**config.mk**
```make
export PLATFORM = sky130hd
export DESIGN_NAME = score_ctrl
export DESIGN_NICKNAME = d
export VERILOG_FILES = /design/src/rtl/pong_pkg.sv /design/src/rtl/bcd_score_cnt.sv /design/src/rtl/score_ctrl.sv
export SDC_FILE = /design/constraint.sdc
export NUM_CORES = 1
export LEC_CHECK = 0
export BUFFER_PORTS_ARGS = -buffer_cell sky130_fd_sc_hd__buf_2
export CAP_MARGIN = 10
export CORE_MARGIN = 2
export CORE_UTILIZATION = 52
export DETAILED_ROUTE_END_ITERATION = 16
export GPL_TIMING_DRIVEN = 0
export PLACE_DENSITY_LB_ADDON = 0.05
export SYNTH_ARGS = -nofsm -noshare
export SYNTH_HDL_FRONTEND = slang
export SYNTH_SLANG_ARGS = --single-unit
```
**constraint.sdc**
```tcl
create_clock -name px_clk -period 2.2 [get_ports px_clk]
set_input_delay 0.33 -clock px_clk [delete_from_list [all_inputs] [get_ports px_clk]]
set_output_delay 0.33 -clock px_clk [all_outputs]
set_load 0.005 [all_outputs]
```
**src/rtl/pong_pkg.sv**
```systemverilog
// ---------------------------------------------------------------------------
// pong_pkg
// Shared definitions for the pong score/match sequencing logic.
//   state_t  : match sequencer states (IDLE, SERVE, PLAY, OVER)
//   DIGIT_W  : width of one BCD digit
//   HIDE_X   : off-screen pos_x that makes a digit renderer draw nothing
//   to_bcd2  : converts a decimal integer 0..99 into two packed BCD digits
// ---------------------------------------------------------------------------
package pong_pkg;

    localparam int DIGIT_W = 4;

    localparam logic [9:0] HIDE_X = 10'h3FF;

    typedef logic [DIGIT_W-1:0] digit_t;

    typedef enum logic [1:0] {
        IDLE  = 2'd0,
        SERVE = 2'd1,
        PLAY  = 2'd2,
        OVER  = 2'd3
    } state_t;

    // {tens, ones} of a decimal value; used to turn the integer winning
    // score parameter into the BCD pattern the counters produce.
    function automatic logic [2*DIGIT_W-1:0] to_bcd2(input int value);
        logic [DIGIT_W-1:0] tens;
        logic [DIGIT_W-1:0] ones;
        tens = DIGIT_W'(value / 10);
        ones = DIGIT_W'(value % 10);
        return {tens, ones};
    endfunction

endpackage

```
**src/rtl/bcd_score_cnt.sv**
```systemverilog
// ---------------------------------------------------------------------------
// bcd_score_cnt
// Two-digit BCD goal counter for one player.
//   px_clk   in   pixel clock
//   reset    in   asynchronous active-high reset (clears to 00)
//   clr      in   synchronous clear to 00 (has priority over inc)
//   inc      in   add one to the score
//   tens     out  registered tens digit
//   ones     out  registered ones digit
//   tens_inc out  tens digit the counter would hold after an increment
//   ones_inc out  ones digit the counter would hold after an increment
// The *_inc outputs let the sequencer test the post-goal score against the
// winning score in the same cycle as the goal.
// ---------------------------------------------------------------------------
module bcd_score_cnt
    import pong_pkg::*;
(
    input  logic               px_clk,
    input  logic               reset,
    input  logic               clr,
    input  logic               inc,
    output logic [DIGIT_W-1:0] tens,
    output logic [DIGIT_W-1:0] ones,
    output logic [DIGIT_W-1:0] tens_inc,
    output logic [DIGIT_W-1:0] ones_inc
);

    digit_t tens_reg;
    digit_t ones_reg;

    // Ones roll 9 -> 0 with a carry into tens. Tens never passes 9 because
    // the match ends at the winning score, which is at most 99.
    always_comb begin
        tens_inc = tens_reg;
        ones_inc = ones_reg + 1'b1;
        if (ones_reg == DIGIT_W'(9)) begin
            ones_inc = '0;
            tens_inc = tens_reg + 1'b1;
        end
    end

    always_ff @(posedge px_clk or posedge reset) begin
        if (reset) begin
            tens_reg <= '0;
            ones_reg <= '0;
        end else if (clr) begin
            tens_reg <= '0;
            ones_reg <= '0;
        end else if (inc) begin
            tens_reg <= tens_inc;
            ones_reg <= ones_inc;
        end
    end

    assign tens = tens_reg;
    assign ones = ones_reg;

endmodule

```
**src/rtl/score_ctrl.sv**
```systemverilog
// ---------------------------------------------------------------------------
// score_ctrl
// Match and score sequencer for the pong stage. Counts goals per player in
// BCD, sequences serve / play / game-over from frame ticks and drives the
// number and pos_x inputs of four digit renderers (left tens, left ones,
// right tens, right ones). Digits are hidden by moving them off-screen.
//   px_clk      in   pixel clock
//   reset       in   asynchronous active-high reset
//   frame_tick  in   one-cycle pulse per frame
//   goal_l      in   left player scores (pulse)
//   goal_r      in   right player scores (pulse)
//   restart     in   clear scores and start a new match (pulse)
//   num_lt/lo/rt/ro  out  BCD digits for the renderers
//   px_lt/lo/rt/ro   out  pos_x for the renderers
//   serve_req   out  one-cycle pulse: launch the ball
//   serve_dir   out  0 = toward left, 1 = toward right
//   game_over   out  high while the match is over
//   winner      out  0 = left, 1 = right (meaningful while game_over)
// All outputs come straight from flip-flops.
// ---------------------------------------------------------------------------
module score_ctrl
    import pong_pkg::*;
#(
    parameter int         WIN_SCORE    = 11,
    parameter int         SERVE_FRAMES = 60,
    parameter int         BLINK_FRAMES = 30,
    parameter logic [9:0] X_L          = 10'd200,
    parameter logic [9:0] X_R          = 10'd400,
    parameter logic [9:0] PITCH        = 10'd40,
    parameter logic [9:0] HIDE_X       = pong_pkg::HIDE_X
) (
    input  logic               px_clk,
    input  logic               reset,
    input  logic               frame_tick,
    input  logic               goal_l,
    input  logic               goal_r,
    input  logic               restart,
    output logic [DIGIT_W-1:0] num_lt,
    output logic [DIGIT_W-1:0] num_lo,
    output logic [DIGIT_W-1:0] num_rt,
    output logic [DIGIT_W-1:0] num_ro,
    output logic [9:0]         px_lt,
    output logic [9:0]         px_lo,
    output logic [9:0]         px_rt,
    output logic [9:0]         px_ro,
    output logic               serve_req,
    output logic               serve_dir,
    output logic               game_over,
    output logic               winner
);

    localparam int CNT_MAX = (SERVE_FRAMES > BLINK_FRAMES) ? SERVE_FRAMES : BLINK_FRAMES;
    localparam int CNT_W   = $clog2(CNT_MAX + 1);

    // The counter holds ticks seen so far, so the Nth tick arrives while it
    // reads N-1.
    localparam logic [CNT_W-1:0] SERVE_LAST = CNT_W'(SERVE_FRAMES - 1);
    localparam logic [CNT_W-1:0] BLINK_LAST = CNT_W'(BLINK_FRAMES - 1);

    localparam logic [2*DIGIT_W-1:0] WIN_BCD = to_bcd2(WIN_SCORE);

    // ------------------------------------------------------------------
    // Sequencer state
    // ------------------------------------------------------------------
    state_t           state_reg,     state_next;
    logic [CNT_W-1:0] cnt_reg,       cnt_next;
    logic             phase_reg,     phase_next;
    logic             dir_reg,       dir_next;
    logic             winner_reg,    winner_next;
    logic             serve_req_reg, serve_req_next;
    logic             game_over_reg;

    logic clr_scores;
    logic inc_l;
    logic inc_r;

    digit_t l_tens, l_ones, l_tens_inc, l_ones_inc;
    digit_t r_tens, r_ones, r_tens_inc, r_ones_inc;

    logic l_win;
    logic r_win;

    // ------------------------------------------------------------------
    // Per-player score counters
    // ------------------------------------------------------------------
    bcd_score_cnt u_score_l (
        .px_clk   (px_clk),
        .reset    (reset),
        .clr      (clr_scores),
        .inc      (inc_l),
        .tens     (l_tens),
        .ones     (l_ones),
        .tens_inc (l_tens_inc),
        .ones_inc (l_ones_inc)
    );

    bcd_score_cnt u_score_r (
        .px_clk   (px_clk),
        .reset    (reset),
        .clr      (clr_scores),
        .inc      (inc_r),
        .tens     (r_tens),
        .ones     (r_ones),
        .tens_inc (r_tens_inc),
        .ones_inc (r_ones_inc)
    );

    assign l_win = ({l_tens_inc, l_ones_inc} == WIN_BCD);
    assign r_win = ({r_tens_inc, r_ones_inc} == WIN_BCD);

    // ------------------------------------------------------------------
    // Next-state logic
    // ------------------------------------------------------------------
    always_comb begin
        state_next     = state_reg;
        cnt_next       = cnt_reg;
        phase_next     = phase_reg;
        dir_next       = dir_reg;
        winner_next    = winner_reg;
        serve_req_next = 1'b0;
        clr_scores     = 1'b0;
        inc_l          = 1'b0;
        inc_r          = 1'b0;

        if (restart) begin
            // Restart wins over any goal arriving in the same cycle.
            clr_scores = 1'b1;
            dir_next   = 1'b1;
            cnt_next   = '0;
            phase_next = 1'b1;
            state_next = SERVE;
        end else begin
            case (state_reg)
                IDLE: begin
                    // Shows 0 0 until the first restart.
                end

                SERVE: begin
                    // Goals are ignored while the ball is not in play.
                    if (frame_tick) begin
                        if (cnt_reg == SERVE_LAST) begin
                            serve_req_next = 1'b1;
                            state_next     = PLAY;
                            cnt_next       = '0;
                        end else begin
                            cnt_next = cnt_reg + 1'b1;
                        end
                    end
                end

                PLAY: begin
                    if (goal_l && goal_r) begin
                        // Simultaneous goals cancel: re-serve, no score.
                        state_next = SERVE;
                        cnt_next   = '0;
                    end else if (goal_l || goal_r) begin
                        inc_l    = goal_l;
                        inc_r    = goal_r;
                        // Serve toward the player who conceded.
                        dir_next = goal_l;
                        cnt_next = '0;
                        if ((goal_l && l_win) || (goal_r && r_win)) begin
                            state_next  = OVER;
                            winner_next = goal_r;
                            phase_next  = 1'b1;
                        end else begin
                            state_next = SERVE;
                        end
                    end
                end

                OVER: begin
                    if (frame_tick) begin
                        if (cnt_reg == BLINK_LAST) begin
                            phase_next = ~phase_reg;
                            cnt_next   = '0;
                        end else begin
                            cnt_next = cnt_reg + 1'b1;
                        end
                    end
                end

                default: begin
                    state_next = IDLE;
                    cnt_next   = '0;
                end
            endcase
        end
    end

    // ------------------------------------------------------------------
    // State register
    // ------------------------------------------------------------------
    always_ff @(posedge px_clk or posedge reset) begin
        if (reset) begin
            state_reg     <= IDLE;
            cnt_reg       <= '0;
            phase_reg     <= 1'b1;
            dir_reg       <= 1'b1;
            winner_reg    <= 1'b0;
            serve_req_reg <= 1'b0;
            game_over_reg <= 1'b0;
        end else begin
            state_reg     <= state_next;
            cnt_reg       <= cnt_next;
            phase_reg     <= phase_next;
            dir_reg       <= dir_next;
            winner_reg    <= winner_next;
            serve_req_reg <= serve_req_next;
            game_over_reg <= (state_next == OVER);
        end
    end

    // ------------------------------------------------------------------
    // Digit positions
    // pos_x is registered from the next-cycle digit values so that it
    // changes on the same edge as the digit it belongs to.
    // Index order: 0 left tens, 1 left ones, 2 right tens, 3 right ones.
    // ------------------------------------------------------------------
    digit_t     digit_next [4];
    logic [9:0] px_q       [4];

    always_comb begin
        digit_next[0] = l_tens;
        digit_next[1] = l_ones;
        digit_next[2] = r_tens;
        digit_next[3] = r_ones;
        if (clr_scores) begin
            for (int i = 0; i < 4; i++) begin
                digit_next[i] = '0;
            end
        end else begin
            if (inc_l) begin
                digit_next[0] = l_tens_inc;
                digit_next[1] = l_ones_inc;
            end
            if (inc_r) begin
                digit_next[2] = r_tens_inc;
                digit_next[3] = r_ones_inc;
            end
        end
    end

    genvar gi;
    generate
        for (gi = 0; gi < 4; gi++) begin : g_pos
            localparam logic       IS_TENS = ((gi % 2) == 0);
            localparam logic       SIDE    = (gi >= 2);
            localparam logic [9:0] BASE_X  = ((gi < 2) ? X_L : X_R) + (IS_TENS ? 10'd0 : PITCH);
            // With both scores 0 the tens digits start out blanked.
            localparam logic [9:0] RST_X   = IS_TENS ? HIDE_X : BASE_X;

            logic [9:0] px_reg;
            logic [9:0] px_next;

            always_comb begin
                px_next = BASE_X;
                // Leading-zero blanking on the tens position.
                if (IS_TENS && (digit_next[gi] == '0)) begin
                    px_next = HIDE_X;
                end
                // Winner's digits blink off during the dark half of game-over.
                if ((state_next == OVER) && !phase_next && (winner_next == SIDE)) begin
                    px_next = HIDE_X;
                end
            end

            always_ff @(posedge px_clk or posedge reset) begin
                if (reset) begin
                    px_reg <= RST_X;
                end else begin
                    px_reg <= px_next;
                end
            end

            assign px_q[gi] = px_reg;
        end
    endgenerate

    // ------------------------------------------------------------------
    // Outputs
    // ------------------------------------------------------------------
    assign num_lt    = l_tens;
    assign num_lo    = l_ones;
    assign num_rt    = r_tens;
    assign num_ro    = r_ones;
    assign px_lt     = px_q[0];
    assign px_lo     = px_q[1];
    assign px_rt     = px_q[2];
    assign px_ro     = px_q[3];
    assign serve_req = serve_req_reg;
    assign serve_dir = dir_reg;
    assign game_over = game_over_reg;
    assign winner    = winner_reg;

endmodule

```
==> summary by stage, run 1 <==
Timing
The final setup skew is 6.405 ps. At the pin with the least slew margin, the transition time is 694.6 ps. Headroom to the max-slew limit came out at 0.5364. Subtracting the final worst setup slack from the clock period gives 2189 ps.

The smallest hold slack is 149.2 ps. Of the available clock period, the critical path in the final layout requires 0.9949. Timing would allow up to 456.9 MHz.

Once routing completed, OpenROAD measured the worst setup slack at 11.13 ps. The final hold violation count is 0. The final-layout setup total negative slack is 0 ps. Setup violations remaining at the end of the flow were counted as 0.

The count of pins over their slew limit was 0.

Die
The floorplan has 23 rows. The initial standard-cell utilization of the core is 0.5510. The number of top-level pins is 66. The die covers 4840 um^2. The core area is 4058 um^2. The width of the die is 69.57 um. The die extent in y is 69.57 um.

Outcome
The flow ran to the end, and the final reports show no timing, DRC or antenna violations.

Clock tree
The later pin in the worst-skew pair is clocked with a latency of 280 ps. TritonCTS built the clock tree. The maximum number of buffers from clock root to sink is 2. The number of hold-repair buffers added at the cts stage is 0. Clock tree synthesis selected as its root buffer the cell clkbuf_8.

In this run the number of H-tree levels came out at 2. In this run, CTS created clock tree buffers numbering 5. The clock-pin slew reported for the worst setup and hold paths after clock tree synthesis is 70 ps.

The sink count of the clock tree is 33.

Final layout
The final antenna diode count is 0. In the final layout, the share of cells above drive strength 1 is 0.4557. The count of nets after finishing is 339. The fill cell total of the finished layout is 311.

The count of non-filler cells in the finished layout is 377. The register with the most flip-flops in the layout has 6 of them. The relative area change from synthesis to final layout is 31.56%.

Routing
The detailed router placed 1,944 vias in this run. For this run, the detailed router's first-pass iteration total came to 4. For this run, design rule violations remaining after detail routing come to 0. The first routing iteration left 77 violations.

The final layout contains routed wiring with a total length of 4750 um. The remaining antenna violation count after routing is 0. Dividing the detail-routed via count by the number of cells gives 5.156. Dividing the detail-routed wire length by the instance count gives 12.60 um.

GRT
The largest net degree at the start of global routing is 19. The wire length of the first global-routing pass is 7672 um. Across every metal layer, demand over resource in global routing totals 0.1912.

The via count of the first global-routing pass is 1,650. The initial antenna violation count was 0. The overflow left after global routing is 0.

Power and ir drop
VDD sags by at most 373.1 uV. For this design the static power due to leakage is 1.387 nW. The share of total power dissipated in sequential elements is 0.478.

Total power for the finished layout comes to 0.001295 W. The share of total power dissipated in combinational logic is 0.075. The share of total power dissipated in the clock network is 0.447.

The internal power of the cells totals 0.001024 W. The ratio of total power to cell area is 440.3 nW/um^2. The switching part of the total power is 0.2095.

The net load switching power is 0.0002713 W.

Setup path
In this run the critical register-to-register path is launched from cnt_reg[0]$_DFFE_PP0P_. For the worst setup path, the data required time is 2350 ps. The worst register-to-register path has a depth of 7. The data arrival time at the worst-slack endpoint is 2340 ps. The register-to-register setup slack is 10 ps.

The type of origin of the critical path is a flop. The critical path start-end classification is reg2reg. The critical path capture point type is a flop. The endpoint of the lowest-slack register-to-register path is px_lo[8]$_DFF_PP0_. Of all nets on the critical path, the largest fanout is 5.

The critical path ends at px_lo[8]$_DFF_PP0_. In this run the worst setup path begins at cnt_reg[0]$_DFFE_PP0P_.

Placement
The number of placed instances, taps included, is 357. The final weighted congestion in routability-driven placement is 0.7914. Prior to clock tree synthesis, the placed netlist has a worst setup slack of -106.7 ps. Detailed placement finished with a half-perimeter wire length of 3239 um.

Buffers placed on the I/O ports in this run total 48.

Synth
The number of distinct standard cells referenced by the synthesized netlist is 55. The post-synthesis average cell area is 9.163 um^2. For this run, the register share of the synthesized area comes to 0.3716.

In the synthesized netlist, the number of instances is 244. Of all cell types, the one taking the most synthesized area is dfrtp_1. The main flop type after synthesis is dfrtp_1. The flip-flop and latch count after synthesis is 33. Yosys attributes the largest share of cell area to dfrtp_1 (32%), buf_4 (12%), dfstp_2 (4.7%), ha_1 (3.9%), nor2_1 (3.7%). Of the post-synthesis cell area, the dominant cell type holds 0.3246. The most frequently used cell type in the post-synthesis netlist is buf_4.

The share of synthesized registers carrying an async set or reset is 1.000. The number of warnings reported in the yosys synthesis log is 0. The count of flip-flops with a built-in enable after synthesis is 0. The combined area of all synthesized cells is 2236 um^2.

Sorting the synthesized cells by how often they occur yields buf_4 (37), dfrtp_1 (29), nor2_1 (22), nand2_1 (19), a21oi_1 (12).

Min path
In this run the worst hold path is classified as in2async.

Job
The tool flagged a number of max-cap violations equal to 0.
[power by group through the flow]
stage	logic [W]	clock network [W]	registers, W
2_1_floorplan	0.0000696	0	0.000627
3_3_place_gp	0.0000846	0	0.000629
3_5_place_dp	0.0000919	0	0.000629
4_1_cts	0.0000930	0.000591	0.000618
5_1_grt	0.000109	0.000624	0.000619
6_report	0.0000971	0.000579	0.000619
[per-stage QoR]
stage / cell area [um^2] / utilization
final: 2942 / 0.7249
after global routing: 2942 / 0.7249
after global placement: 2591 / 0.6386
after detailed placement: 2619 / 0.6454
after floorplan: 2288 / -
after CTS: 2763 / 0.6809
[layer usage]
layer / global-route usage / up-vias / routed length (um)
met5: 0 / - / 0
met4: 0.04793 / 0 / 59
met3: 0.05233 / 8 / 327
met2: 0.2853 / 75 / 2194
met1: 0.2753 / 897 / 2169
li1: - / 964 / -
[cells in the final DEF (no fill, tap or decap), types with 2 or more instances in the layout]
cell type	n
nand2b_1	2
dfstp_2	4
ha_1	4
nor3b_4	2
clkbuf_8	6
nor4_2	2
a21oi_1	12
buf_4	50
xor2_1	8
or3_1	2
a31o_2	2
clkbuf_1	3
nand2_1	19
ha_2	3
o21ai_1	2
o21bai_1	2
nor2b_1	4
a211oi_1	3
inv_1	6
mux2i_1	3
nor3b_1	3
nor3_1	5
inv_2	2
and3_1	3
buf_2	50
dfrtp_1	21
dfrtp_2	8
o21ai_0	11
nor4b_1	2
nor4bb_2	2
nand4_1	2
nor2_1	22
xnor2_1	3
nand3_1	11
mux2i_2	2
conb_1	15
[layout make-up]
cell class / instances / area, um^2 / area share
plain buffers: 43 / 306.5 / 0.1042
clock buffers: 7 / 86.33 / 0.02935
clock inverters: 1 / 30.03 / 0.01021
inverters: 8 / 30.03 / 0.01021
multi-input cells: 174 / 1227 / 0.4173
flip-flops and latches: 33 / 840.8 / 0.2858
well taps: 50 / 62.56 / 0.02127
repair buffers: 61 / 357.8 / 0.1217
[timing repair]
action,in CTS,in global routing
pin swaps,1,6
buffers inserted,2,10
gates resized for setup,2,25
setup endpoints to repair,2,10
[cell families after synthesis]
family,Yosys count,synth area share
AND/OR/NAND/NOR,89,0.2154
buffers and inverters,51,0.1494
other,1,0.001677
XOR/XNOR,11,0.04309
adder cells (fa/ha/maj),7,0.03917
multiplexers,6,0.02910
AO/OA/AOI/OAI,46,0.1505
flip-flops,33,0.3716
[worst max-delay path, cell delays in order (launching register included)]
cell and delay [ps]:
dfrtp_1 440, ha_2 240, and4b_1 240, and3_1 250, o311ai_4 430, nor4_2 100
mux2i_2 280, nor2_1 90
[worst min-delay path by stage]
stage                                                to                   from  cells after the start
after floorplan                  cnt_reg[0]$_DFFE_PP0P_                  reset                      1
after global placement            serve_dir$_DFFE_PP1P_  serve_dir$_DFFE_PP1P_                      2
after detailed placement          serve_dir$_DFFE_PP1P_  serve_dir$_DFFE_PP1P_                      2
after CTS                 u_score_r.ones[0]$_DFFE_PP0P_                  reset                      2
after global routing      u_score_r.ones[2]$_DFFE_PP0P_                  reset                      2
final                     u_score_r.ones[2]$_DFFE_PP0P_                  reset                      2
(Power assumes the default switching activity.)
==> run 2: changes to the inputs <==
Settings changed: CTS_BUF_LIST set to sky130_fd_sc_hd__clkbuf_16.
==> summary by stage, run 2 (synthesis results as in run 1) <==
Clock tree
In this run, post-CTS hold repair placed 0 buffers. The root buffer selected by CTS is clkbuf_16. The number of buffers inserted during clock tree synthesis is 5.

In this run the deepest clock path goes through 2 buffers. After clock tree synthesis, the clock-pin slew on the worst setup and hold paths is 50 ps. CTS saw 33 sinks. The CTS tree is built. The maximum level of the CTS H-tree is 2. The insertion delay to the later sink of the worst-skew pair is 280 ps.

GRT
The first global-routing pass estimated 7803 um of wire. The overflow left after global routing is 0. In the global route stage, overall resource usage came out at 0.1948. The initial antenna violation count was 0.

The via count of the first global-routing pass is 1,703. Entering global routing, the biggest net connects 19 pins.

Power and ir drop
Of the total power, combinational logic draws 0.065. Across the VDD grid, the largest voltage drop is 547.2 uV. The cell leakage power is 1.414 nW. The portion of total power attributed to the clock network is 0.515. The net load switching power is 0.0002922 W. The switching part of the total power is 0.1984. Cell internal power was estimated by the tool at 0.001180 W. Of the total power, registers draw 0.420. The ratio of total power to cell area is 495.3 nW/um^2.

Die
The number of placement rows is 23. For this configuration, the core starts out at a cell density of 0.5510. Measured along the x axis, the die boundary spans 69.57 um. Measured along the y axis, the die boundary spans 69.57 um.

The core region is 4058 um^2. The floorplan step defined a die boundary enclosing 4840 um^2. During I/O placement, the number of pins put on the boundary was 66.

Timing
Of the available clock period, the critical path in the final layout requires 0.9592. Setup repair after global routing could not meet its margin everywhere. The final hold violation count is 0.

Counting I/O delays and the setup requirement, the final critical path takes 2110 ps. At the pin with the least slew margin, the transition time is 694.1 ps. The final critical-path setup slack is 89.75 ps. The clock arrives with 7.168 ps of skew. The count of pins over their slew limit is 0.

The number of endpoints failing setup at the final stage is 0. Headroom to the max-slew limit came out at 0.5368. The maximum achievable frequency is 473.9 MHz.

Final layout
0 antenna diodes ended up in the layout. The number of flip-flops under the largest register name is 6. For this run, the post-layout net count is 338. The commonest non-fill, non-tap cell in the layout is buf_2.

Compared with the post-synthesis result, the final layout area differs by 32.96%. The fraction of final layout cells with drive strength greater than 1 is 0.4387. The final non-filler cell area is 2973 um^2.

In the layout the commonest cells are buf_2 (50), buf_4 (49), dfrtp_1 (23).

Placement
The count of port buffers added during placement is 48. Timing analysis after detailed placement gives a worst setup slack of -106.7 ps. The final weighted congestion in routability-driven placement is 0.7914. The cell area after placement is 2619 um^2. The HPWL after detailed placement is 3239 um.

Setup path
The critical path capture point type is a flop. The worst flop-to-flop path startpoint is cnt_reg[0]$_DFFE_PP0P_. In this run the critical register-to-register path is captured at px_lt[8]$_DFF_PP1_. The critical path startpoint is cnt_reg[0]$_DFFE_PP0P_. The type of origin of the critical path is a flop. Setup slack on the worst reg-to-reg path comes out at 90 ps. Among all stages on the critical path, the largest delay is contributed by dfrtp_1. In this design, the largest share of critical-path delay is due to simple AND/OR/NAND/NOR gates. The data required time of the worst path is 2390 ps.

The setup path with the least slack is of type reg2reg. The data arrival time at the worst-slack endpoint is 2300 ps. The number of cells on the worst reg-to-reg path is 7.

Together, buffers and inverters on the worst path number 0. The number of logic stages on the critical path including buffering is 7. The biggest cell delay along the critical path is 420 ps. Of all nets on the critical path, the largest fanout is 5. The signal on the critical path passes through ha_1 > and4b_1 > and3_1 > o311ai_4 > nor4b_2 > mux2i_2 > o32ai_2.

Outcome
The flow ran to the end, and the final reports show no timing, DRC or antenna violations.

Routing
The first-pass iteration count of the detailed router is 4. The final layout contains routed wiring with a total length of 4656 um. In this run the remaining antenna-violating nets after routing total 0. For this block, the initial DRC count from the detailed router was 60. Dividing the detail-routed wire length by the instance count gives 12.38 um. Using the TritonRoute via totals, the vias-per-cell ratio works out to 5.112. For this run, design rule violations remaining after detail routing come to 0. The via count is 1,922.

Min path
The class of the tightest hold or removal check is in2async.

Job
The number of max-cap violations is 0.
[run 2: power by group through the flow]
stage               Clock (W)  Sequential (W)  Combinational (W)
floorplan                   0        0.000627          0.0000696
global placement            0        0.000629          0.0000846
detailed placement          0        0.000629          0.0000919
CTS                  0.000767        0.000619          0.0000931
global route         0.000798        0.000619           0.000108
finish               0.000758        0.000619          0.0000957
[run 2: worst max path at each step]
stage | end
floorplan | px_lt[8]$_DFF_PP1_
global placement | px_rt[6]$_DFF_PP1_
detailed placement | px_rt[6]$_DFF_PP1_
CTS | px_lt[8]$_DFF_PP1_
global route | px_lt[8]$_DFF_PP1_
finish | px_lt[8]$_DFF_PP1_
[run 2: metrics by stage]
| stage | cells | power [W] | hold slack (ps) | TNS (ps) | utilization |
|---|---|---|---|---|---|
| after CTS | 367 | 0.001479 | 180.4 | 0 | 0.6938 |
| after floorplan | 258 | 0.0006968 | 455.9 | 0 | - |
| final | 376 | 0.001472 | 156.4 | 0 | 0.7327 |
| after global routing | 376 | 0.001525 | 220.9 | -38.21 | 0.7327 |
| after detailed placement | 357 | 0.0007208 | 473.3 | -121.4 | 0.6454 |
| after global placement | 356 | 0.0007133 | 471.3 | -124.3 | 0.6386 |
[run 2: final cells by class]
| cell class | instances | area (um^2) |
|---|---|---|
| plain buffers | 43 | 306.5 |
| clock buffers | 5 | 125.1 |
| clock inverters | 3 | 37.54 |
| fillers | 304 | 1085 |
| inverters | 8 | 30.03 |
| multi-input cells | 174 | 1222 |
| flip-flops and latches | 33 | 838.3 |
| well taps | 50 | 62.56 |
| repair buffers | 60 | 350.3 |
[run 2: what timing repair did]
action / in CTS / in global routing
gates resized for setup: 4 / 20
setup endpoints to repair: 2 / 10
buffers inserted: 2 / 9
pin swaps: 1 / 5
[run 2: per-layer routing]
layer  GRT usage  vias up  share of wire
li1            -      966              -
met1      0.2677      880           0.45
met2      0.3002       66           0.46
met3     0.05523       10          0.073
met4     0.05664        0          0.014
met5           0        -              0
